<file path="config.mk">
export PLATFORM = sky130hd
export DESIGN_NAME = wb_trace_buffer
export DESIGN_NICKNAME = d
export VERILOG_FILES = /design/src/rtl/legv8_pkg.sv /design/src/rtl/wb_trace_fifo.sv /design/src/rtl/wb_trace_buffer.sv
export SDC_FILE = /design/constraint.sdc
export NUM_CORES = 1
export LEC_CHECK = 0
export ABC_AREA = 1
export BUFFER_PORTS_ARGS = -buffer_cell sky130_fd_sc_hd__buf_2
export CORE_UTILIZATION = 60
export CTS_BUF_LIST = sky130_fd_sc_hd__clkbuf_8
export CTS_CLUSTER_DIAMETER = 200
export DETAILED_ROUTE_END_ITERATION = 6
export PLACE_DENSITY_LB_ADDON = 0.25
export SLEW_MARGIN = 25
export SYNTH_ARGS = -nofsm -noshare
export SYNTH_HDL_FRONTEND = slang
export SYNTH_SLANG_ARGS = --single-unit
</file>
<file path="constraint.sdc">
create_clock -name clk -period 24.5 [get_ports clk]
set_input_delay 0 -clock clk [delete_from_list [all_inputs] [get_ports clk]]
set_output_delay 0 -clock clk [all_outputs]
set_load 0.005 [all_outputs]
</file>
<file path="src/rtl/legv8_pkg.sv">
// Shared LEGv8 definitions: datapath widths, XZR index and the writeback trace event.
// Macro WB_TRACE_PC_EN adds a pc field to each traced event.
package legv8_pkg;

  localparam int unsigned WORD       = 64;
  localparam int unsigned REG_ADDR_W = 5;
  localparam int unsigned SEQ_W      = 16;

  localparam logic [REG_ADDR_W-1:0] XZR_IDX = 5'd31;

  typedef struct packed {
    logic [REG_ADDR_W-1:0] reg_idx;
    logic [WORD-1:0]       data;
    logic [SEQ_W-1:0]      seq;
`ifdef WB_TRACE_PC_EN
    logic [WORD-1:0]       pc;
`endif
  } wb_event_t;

endpackage

</file>
<file path="src/rtl/wb_trace_fifo.sv">
// Generic show-ahead synchronous FIFO; head entry is visible whenever valid_o is high.
// Full-with-pop accepts a push; the pointers carry one extra MSB to tell full from empty.
module wb_trace_fifo #(
  parameter int unsigned DEPTH = 8,
  parameter int unsigned W     = 8
) (
  input  logic                       clk,
  input  logic                       rst,
  input  logic                       clr_i,
  input  logic                       push_i,
  input  logic                       pop_i,
  input  logic [W-1:0]               wdata_i,
  output logic [W-1:0]               rdata_o,
  output logic                       valid_o,
  output logic                       full_o,
  output logic [$clog2(DEPTH):0]     count_o
);

  localparam int unsigned AW = $clog2(DEPTH);
  localparam int unsigned CW = AW + 1;

  logic [CW-1:0] wr_ptr_q, wr_ptr_d;
  logic [CW-1:0] rd_ptr_q, rd_ptr_d;
  logic [W-1:0]  mem_q [DEPTH];
  logic [CW-1:0] count_c;
  logic          empty_c;
  logic          pop_ok_c;
  logic          push_ok_c;

  assign count_c   = wr_ptr_q - rd_ptr_q;
  assign empty_c   = (count_c == '0);
  assign full_o    = (count_c == CW'(DEPTH));
  assign valid_o   = ~empty_c;
  assign count_o   = count_c;
  assign pop_ok_c  = pop_i & ~empty_c;
  assign push_ok_c = push_i & (~full_o | pop_ok_c);

  // Empty FIFO presents zeros so stale storage never leaks onto the head fields.
  assign rdata_o = valid_o ? mem_q[rd_ptr_q[AW-1:0]] : '0;

  always_comb begin
    wr_ptr_d = wr_ptr_q;
    rd_ptr_d = rd_ptr_q;
    if (clr_i) begin
      wr_ptr_d = '0;
      rd_ptr_d = '0;
    end else begin
      if (push_ok_c) wr_ptr_d = wr_ptr_q + CW'(1);
      if (pop_ok_c)  rd_ptr_d = rd_ptr_q + CW'(1);
    end
  end

  always_ff @(posedge clk or posedge rst) begin
    if (rst) begin
      wr_ptr_q <= '0;
      rd_ptr_q <= '0;
    end else begin
      wr_ptr_q <= wr_ptr_d;
      rd_ptr_q <= rd_ptr_d;
    end
  end

  always_ff @(posedge clk or posedge rst) begin
    if (rst) begin
      for (int i = 0; i < int'(DEPTH); i++) mem_q[i] <= '0;
    end else if (push_ok_c && !clr_i) begin
      mem_q[wr_ptr_q[AW-1:0]] <= wdata_i;
    end
  end

endmodule

</file>
<file path="src/rtl/wb_trace_buffer.sv">
// Writeback trace buffer: filters XZR writes, stamps sequence numbers, tracks drops.
// Macro WB_TRACE_PC_EN adds wb_pc/out_pc ports carried through the FIFO with each event.
module wb_trace_buffer
  import legv8_pkg::*;
#(
  parameter int unsigned DEPTH = 8,
  parameter int unsigned WORD  = legv8_pkg::WORD
) (
  input  logic                     clk,
  input  logic                     rst,
  input  logic                     wb_en,
  input  logic [4:0]               wb_reg,
  input  logic [WORD-1:0]          wb_data,
`ifdef WB_TRACE_PC_EN
  input  logic [WORD-1:0]          wb_pc,
  output logic [WORD-1:0]          out_pc,
`endif
  input  logic                     clr,
  output logic                     out_valid,
  input  logic                     out_ready,
  output logic [4:0]               out_reg,
  output logic [WORD-1:0]          out_data,
  output logic [15:0]              out_seq,
  output logic [$clog2(DEPTH):0]   count,
  output logic                     overflow,
  output logic [15:0]              drop_cnt
);

  localparam int unsigned EW = $bits(wb_event_t);

  logic [15:0] seq_q, seq_d;
  logic [15:0] drop_cnt_q, drop_cnt_d;
  logic        overflow_q, overflow_d;

  logic        qual_c;
  logic        pop_c;
  logic        drop_c;
  logic        full_c;
  wb_event_t   ev_in_c;
  wb_event_t   ev_head_c;
  logic [EW-1:0] head_bits_c;

  assign qual_c = wb_en && (wb_reg != XZR_IDX);
  assign pop_c  = out_valid && out_ready;
  assign drop_c = qual_c && full_c && !pop_c;

  always_comb begin
    ev_in_c         = '0;
    ev_in_c.reg_idx = wb_reg;
    ev_in_c.data    = wb_data;
    ev_in_c.seq     = seq_q;
`ifdef WB_TRACE_PC_EN
    ev_in_c.pc      = wb_pc;
`endif
  end

  wb_trace_fifo #(
    .DEPTH (DEPTH),
    .W     (EW)
  ) u_fifo (
    .clk     (clk),
    .rst     (rst),
    .clr_i   (clr),
    .push_i  (qual_c),
    .pop_i   (out_ready),
    .wdata_i (ev_in_c),
    .rdata_o (head_bits_c),
    .valid_o (out_valid),
    .full_o  (full_c),
    .count_o (count)
  );

  assign ev_head_c = wb_event_t'(head_bits_c);
  assign out_reg   = ev_head_c.reg_idx;
  assign out_data  = ev_head_c.data;
  assign out_seq   = ev_head_c.seq;
`ifdef WB_TRACE_PC_EN
  assign out_pc    = ev_head_c.pc;
`endif

  // Dropped events still consume a sequence number so gaps reveal the loss.
  always_comb begin
    seq_d      = seq_q;
    drop_cnt_d = drop_cnt_q;
    overflow_d = overflow_q;
    if (clr) begin
      seq_d      = '0;
      drop_cnt_d = '0;
      overflow_d = 1'b0;
    end else begin
      if (qual_c) seq_d = seq_q + 16'd1;
      if (drop_c) begin
        overflow_d = 1'b1;
        if (drop_cnt_q != 16'hFFFF) drop_cnt_d = drop_cnt_q + 16'd1;
      end
    end
  end

  always_ff @(posedge clk or posedge rst) begin
    if (rst) begin
      seq_q      <= '0;
      drop_cnt_q <= '0;
      overflow_q <= 1'b0;
    end else begin
      seq_q      <= seq_d;
      drop_cnt_q <= drop_cnt_d;
      overflow_q <= overflow_d;
    end
  end

  assign overflow = overflow_q;
  assign drop_cnt = drop_cnt_q;

endmodule

</file>
== After elaboration in Yosys (flattened, before gate mapping) ==
Cells that the tools add are included.
Word-level totals
  bits in registers: 721
  input port bits: 74
  output and inout bits: 107
  logic and storage cells: 64
Cells by class
  add/subtract/negate cells: 5
  order comparisons: 3
  eq/ne operators: 3
  mux-type cells: 18
  bitwise operators: 7
  reduce and logical (&&, ||, !) cells: 15
Operator list (count)
  bitwise mux 680 bit: 1
  two-way mux 85 bit: 4
  binary-select mux 85 bit (select 3 bit): 1
  demux 85 bit (select 3 bit): 1
  two-way mux 16 bit: 5
  adder 16 x 1 -> 16 bit, second input constant: 2
  two-way mux 4 bit: 4
  inequality test 16 bit, second input constant: 1
  nonzero test 2 bit: 5
  adder 4 x 1 -> 4 bit, second input constant: 2
  >= comparator 4 bit, second input constant: 2
  inverter 3 -> 4 bit: 2
  logical AND 1 bit: 6
  inequality test 5 bit, second input constant: 1
  equality test 4 bit, second input constant: 1
  logical NOT 4 bit: 1
  less-than comparator 4 x 1 -> 1 bit, second input constant: 1
  subtractor 4 bit: 1
  bitwise AND 1 bit: 2
  logical NOT 1 bit: 2
  two-way mux 1 bit: 2
  inverter 1 bit: 2
  AND reduction 2 bit: 1
  bitwise OR 1 bit: 1

== Longest topological paths before layout ==
  depth after elaboration: 8
  mapped depth: 16
  mapped depth without buffers: 13

== By module ==
Synthesis repeated with hierarchy kept, for this count alone.
Second synthesis, totals
  cells, all modules: 4631
  area, all modules: 34807.1 µm²
By module, submodules not included
  wb_trace_fifo: instances 1, cells each 4311, area each 32678.8 µm², sequential area each 17216.5 µm²
  wb_trace_buffer: instances 1, cells each 320, area each 2128.3 µm², sequential area each 825.8 µm²

== Worst setup path after synthesis ==
No wires, ideal clock.
  path kind: register to register
  from: register u_fifo.rd_ptr_q[1]
  to: register u_fifo.mem_q[125] (netlist name)
  setup time: 0.065 ns
  arrival: 2.831 ns
  slack: 21.605 ns
  stages on the path, launching flop included: 16
  path buffers: 6
  period minus slack after synthesis: 2.895 ns
  path through: dfrtp_1 -> clkbuf_1 -> inv_1 -> clkbuf_1 -> clkbuf_1 -> fa_1 -> nor2_1 -> nand3_1 -> nor2_1 -> nand3_2 -> buf_4 -> nand4_2 -> buf_4 -> buf_2 -> nand2_1 -> nand2_1
Between the ends
  cells in the longest elaborated chain, start to end: 7
Ends and longest elaborated chain
  from (decl): RTL line wb_trace_fifo.sv:23  | logic [CW-1:0] rd_ptr_q, rd_ptr_d;
  from (signal assigned): RTL line wb_trace_fifo.sv:59  | rd_ptr_q <= rd_ptr_d;
  subtractor 4 bit (*): RTL line wb_trace_fifo.sv:30  | assign count_c = wr_ptr_q - rd_ptr_q;
  via count[1]: RTL line wb_trace_buffer.sv:24  | output logic [$clog2(DEPTH):0] count,
  logical NOT 4 bit: RTL line wb_trace_fifo.sv:31  | assign empty_c = (count_c == '0);
  inverter 1 bit: RTL line wb_trace_fifo.sv:35  | assign pop_ok_c = pop_i & ~empty_c;
  bitwise AND 1 bit: RTL line wb_trace_fifo.sv:35
  bitwise OR 1 bit (*): RTL line wb_trace_fifo.sv:36  | assign push_ok_c = push_i & (~full_o | pop_ok_c);
  bitwise AND 1 bit (*): RTL line wb_trace_fifo.sv:36
  logical AND 1 bit (*): RTL line wb_trace_fifo.sv:66  | end else if (push_ok_c && !clr_i) begin
  to (signal, indexed assignment): RTL line wb_trace_fifo.sv:67  | mem_q[wr_ptr_q[AW-1:0]] <= wdata_i;
  to (decl): RTL line wb_trace_fifo.sv:24  | logic [W-1:0] mem_q [DEPTH];
Mark *: on every way through the listed nets, which the timed path passes. The rest lies on a longest branch.
A chain may end at the register's enable or synchronous reset.

== Worst setup path in the final report ==
  from: register u_fifo.rd_ptr_q[1]
  to: output port out_data[33]
Between the ends
  cells in the longest elaborated chain, start to end: 5
Ends and longest elaborated chain
  branches (longest 4 deep; another with subtractor 4 bit)
  two-way mux 85 bit (*): RTL line wb_trace_fifo.sv:39  | assign rdata_o = valid_o ? mem_q[rd_ptr_q[AW-1:0]] : '0;
  to (decl): RTL line wb_trace_buffer.sv:22  | output logic [WORD-1:0] out_data,
Mark *: on every way between the ends. The select of a mux whose other input is x is not followed.

==> results.py <==
metrics = {
    "run_status": {
        "outcome": "complete, but fails checks",
        "violations": "design-rule violations, negative hold slack",
    },
    "synth": {
        "synth_top_family_by_area": "simple AND/OR/NAND/NOR gates",
        "syn_avg_cell_area_sq_um": 7.68,
        "synth_fa_ha_area_frac": 0.00310,
        "syn_area_sq_mm": 0.0347,
        "async_flop_share": 1.00,
        "ys_seq_area_frac": 0.519,
        "synth_seq_cells": 721,
        "yosysWarnings": 0,
        "synthXorXnorAreaFrac": 0.00277,
        "netlist.area_leader.share": 0.519,
        "synth_cells": 4527,
        "synth_mux_area_frac": 0.0245,
        "synth_edf_count": 0,
        "synthSimpleGateAreaFrac": 0.312,
        "synth-main-ff-cell": "dfrtp_1",
        "synth_area_leaders": "dfrtp_1 52%, nand2_1 28%, a21oi_1 3.8%",
        "synth_compound_area_frac": 0.0800,
        "yosys.area.top_type": "dfrtp_1",
        "ys_types": 35,
        "syn-num-nets": 4609,
    },
    "run": {
        "max-cap-violations": 0,
    },
    "floorplan": {
        "initial_core_util": 0.612,
        "core_area_sq_mm": 0.0568,
        "die_height_um": 243,
        "fp.dieW_um": 243,
        "dieArea_sq_mm": 0.0589,
        "top_level_ports": 181,
        "core.rowCount": 87,
    },
    "place": {
        "placed_cells": 5124,
        "place_ws_ns": 19.68,
        "dp_hpwl_um": 52800,
        "gp_congestion": 0.827,
        "numPortBuffers": 180,
    },
    "route": {
        "dr.first_iter.drc_count": 3317,
        "dr.pass1.iters": 7,
        "dr_wl_met2_um": 47200,
        "routedWlPerCell_um": 18.7,
        "avgViaCountPerCell": 5.71,
        "drc": 1,
        "ant_nets": 0,
        "maxUsedRoutingLayer": "met5",
        "wl_met3_um": 8300,
        "routedLengthMet1_um": 42300,
        "routed_wl_um": 101000,
        "vias": 30900,
    },
    "critical_path": {
        "worstPathRequired_ns": 24.50,
        "crit_path_end_kind": "output pin",
        "setup.worst_path.start_class": "register",
        "regToRegSetupSlack_ns": 19.49,
        "arrival_ns": 5.12,
        "crit_fanout": 124,
        "worstSetupPathType": "reg -> out",
    },
    "sta": {
        "rsz0062_at_grt": "false",
        "period_needed_ns": 5.12,
        "finalCritPeriodShare": 0.209,
        "skew_ns": 0.0281,
        "tightest_slew_ns": 1.12,
        "fmax_ghz": 0.195,
        "finalSetupViolCount": 0,
        "finalHoldViolations": 2,
        "tns_ns": 0,
        "layout_setup_ws_ns": 19.38,
        "slew_headroom": 0.256,
        "whs_ns": -0.00378,
        "drv_slew": 0,
    },
    "clock_tree": {
        "clk_latency_ns": 0.75,
        "cts_resized": 0,
        "tritoncts": "built",
        "cts.clk_slew.worst_paths_ns": 0.06,
        "cts_root_buffer": "clkbuf_8",
        "cts_buffers": 117,
        "cts_buffer_depth": 3,
        "numClockSinks": 721,
        "htree_levels": 3,
        "post-cts-setup-buffers": 0,
        "ctsHoldBuffers": 73,
    },
    "finish": {
        "utilization": 0.677,
        "instances_no_fill": 5411,
        "nFillCells": 4793,
        "layout.nets": 4642,
        "syn_to_final_growth_pct": 10.7,
        "layout_common_cells": "2,590 x nand2_1, 719 x dfrtp_1, 262 x a21oi_1, 180 x buf_2, 151 x clkbuf_8",
        "final_common_cell": "nand2_1",
        "drive_gt1_frac": 0.0912,
    },
    "pwr": {
        "leakagePower_nw": 21.3,
        "vdd_drop_max_uv": 82.0,
        "p_per_area_mw_per_mm2": 105,
    },
    "grt": {
        "grt_pass1_wl_um": 162000,
        "grt_max_degree": 183,
        "grt_usage": 0.346,
        "first_global_vias": 29800,
        "antenna_found_initial": 5,
        "grt_overflow_total": 0,
    },
    "hold_path": {
        "hold_path.class": "in -> async",
    },
}
metal layers:
metal  track usage  vias to the layer above
li1              -                    14300
met1         0.479                    14900
met2         0.547                     1427
met3        0.0580                      235
met4         0.137                        6
met5             0                        -
Yosys cell counts (3+ instances only):
cell type	instances
a21oi_1	262
a22oi_1	85
a32oi_1	85
buf_1	22
buf_2	77
buf_4	62
clkbuf_1	149
clkbuf_2	62
dfrtp_1	721
ha_1	7
inv_1	51
inv_2	3
mux2i_1	85
nand2_1	2590
nand3_1	42
nand4_1	20
nand4_2	8
nor2_1	142
nor2_2	8
nor3_1	7
o21ai_0	14
or2_2	3
xor2_1	10
cell type report:
type	count	area (sq um)	share of cell area
sequential	721	18000	0.469
multi-input combinational	3379	14800	0.385
clock buffer	151	2080	0.0540
timing repair buffer	287	1930	0.0501
tap	756	946	0.0246
clock inverter	59	412	0.0107
inverter	54	233	0.00605
antenna	4	10.0	0.000260
worst paths after layout:
check                                   start           endpoint  depth (start not counted)
setup / recovery           u_fifo.rd_ptr_q[1]       out_data[33]                          9
hold / removal                            rst  u_fifo.mem_q[667]                          3
setup reg to reg           u_fifo.rd_ptr_q[1]  u_fifo.mem_q[506]                         11
hold reg to reg             u_fifo.mem_q[138]  u_fifo.mem_q[138]                          2
max in group asynchronous                 rst  u_fifo.mem_q[285]                          5
min in group clk                  wb_data[52]  u_fifo.mem_q[578]                          4
flip-flops by register name, indices dropped and copies added, names as in the netlist:
register / cells
overflow: 1
u_fifo.rd_ptr_q: 4
u_fifo.mem_q: 680
drop_cnt: 16
seq_q: 16
u_fifo.wr_ptr_q: 4
cell families after synthesis:
logic type,Yosys count
buf+inv,427
simple gates,2827
xor+xnor,11
mux,85
flops,721
fa+ha+maj,8
compound gates,448
power by group:
group	internal [mW]	leakage, nW	switching (mW)
logic	0.465	10.4	0.817
clock network	0.605	1.40	0.497
registers	1.47	9.56	0.181
total	2.54	21.3	1.50
worst max-delay path: stages (launching register included):
cell,delay (ns)
dfrtp_4,0.73
inv_8,0.69
fa_1,0.56
nor2_1,0.15
nand3_1,0.09
nand3b_1,0.37
inv_4,0.43
buf_4,0.78
nor2_1,0.26
buf_2,0.21
per-stage QoR:
| step | cell area (sq um) | power (mW) |
|---|---|---|
| 4_1_cts | 38400 | 4.03 |
| 5_1_grt | 38500 | 4.28 |
| 6_report | 38500 | 4.04 |
| 3_3_place_gp | 35200 | 2.88 |
| 3_5_place_dp | 35200 | 2.92 |
| 2_1_floorplan | 34700 | 2.50 |
No activity file was read; power rests on OpenSTA's default activity.
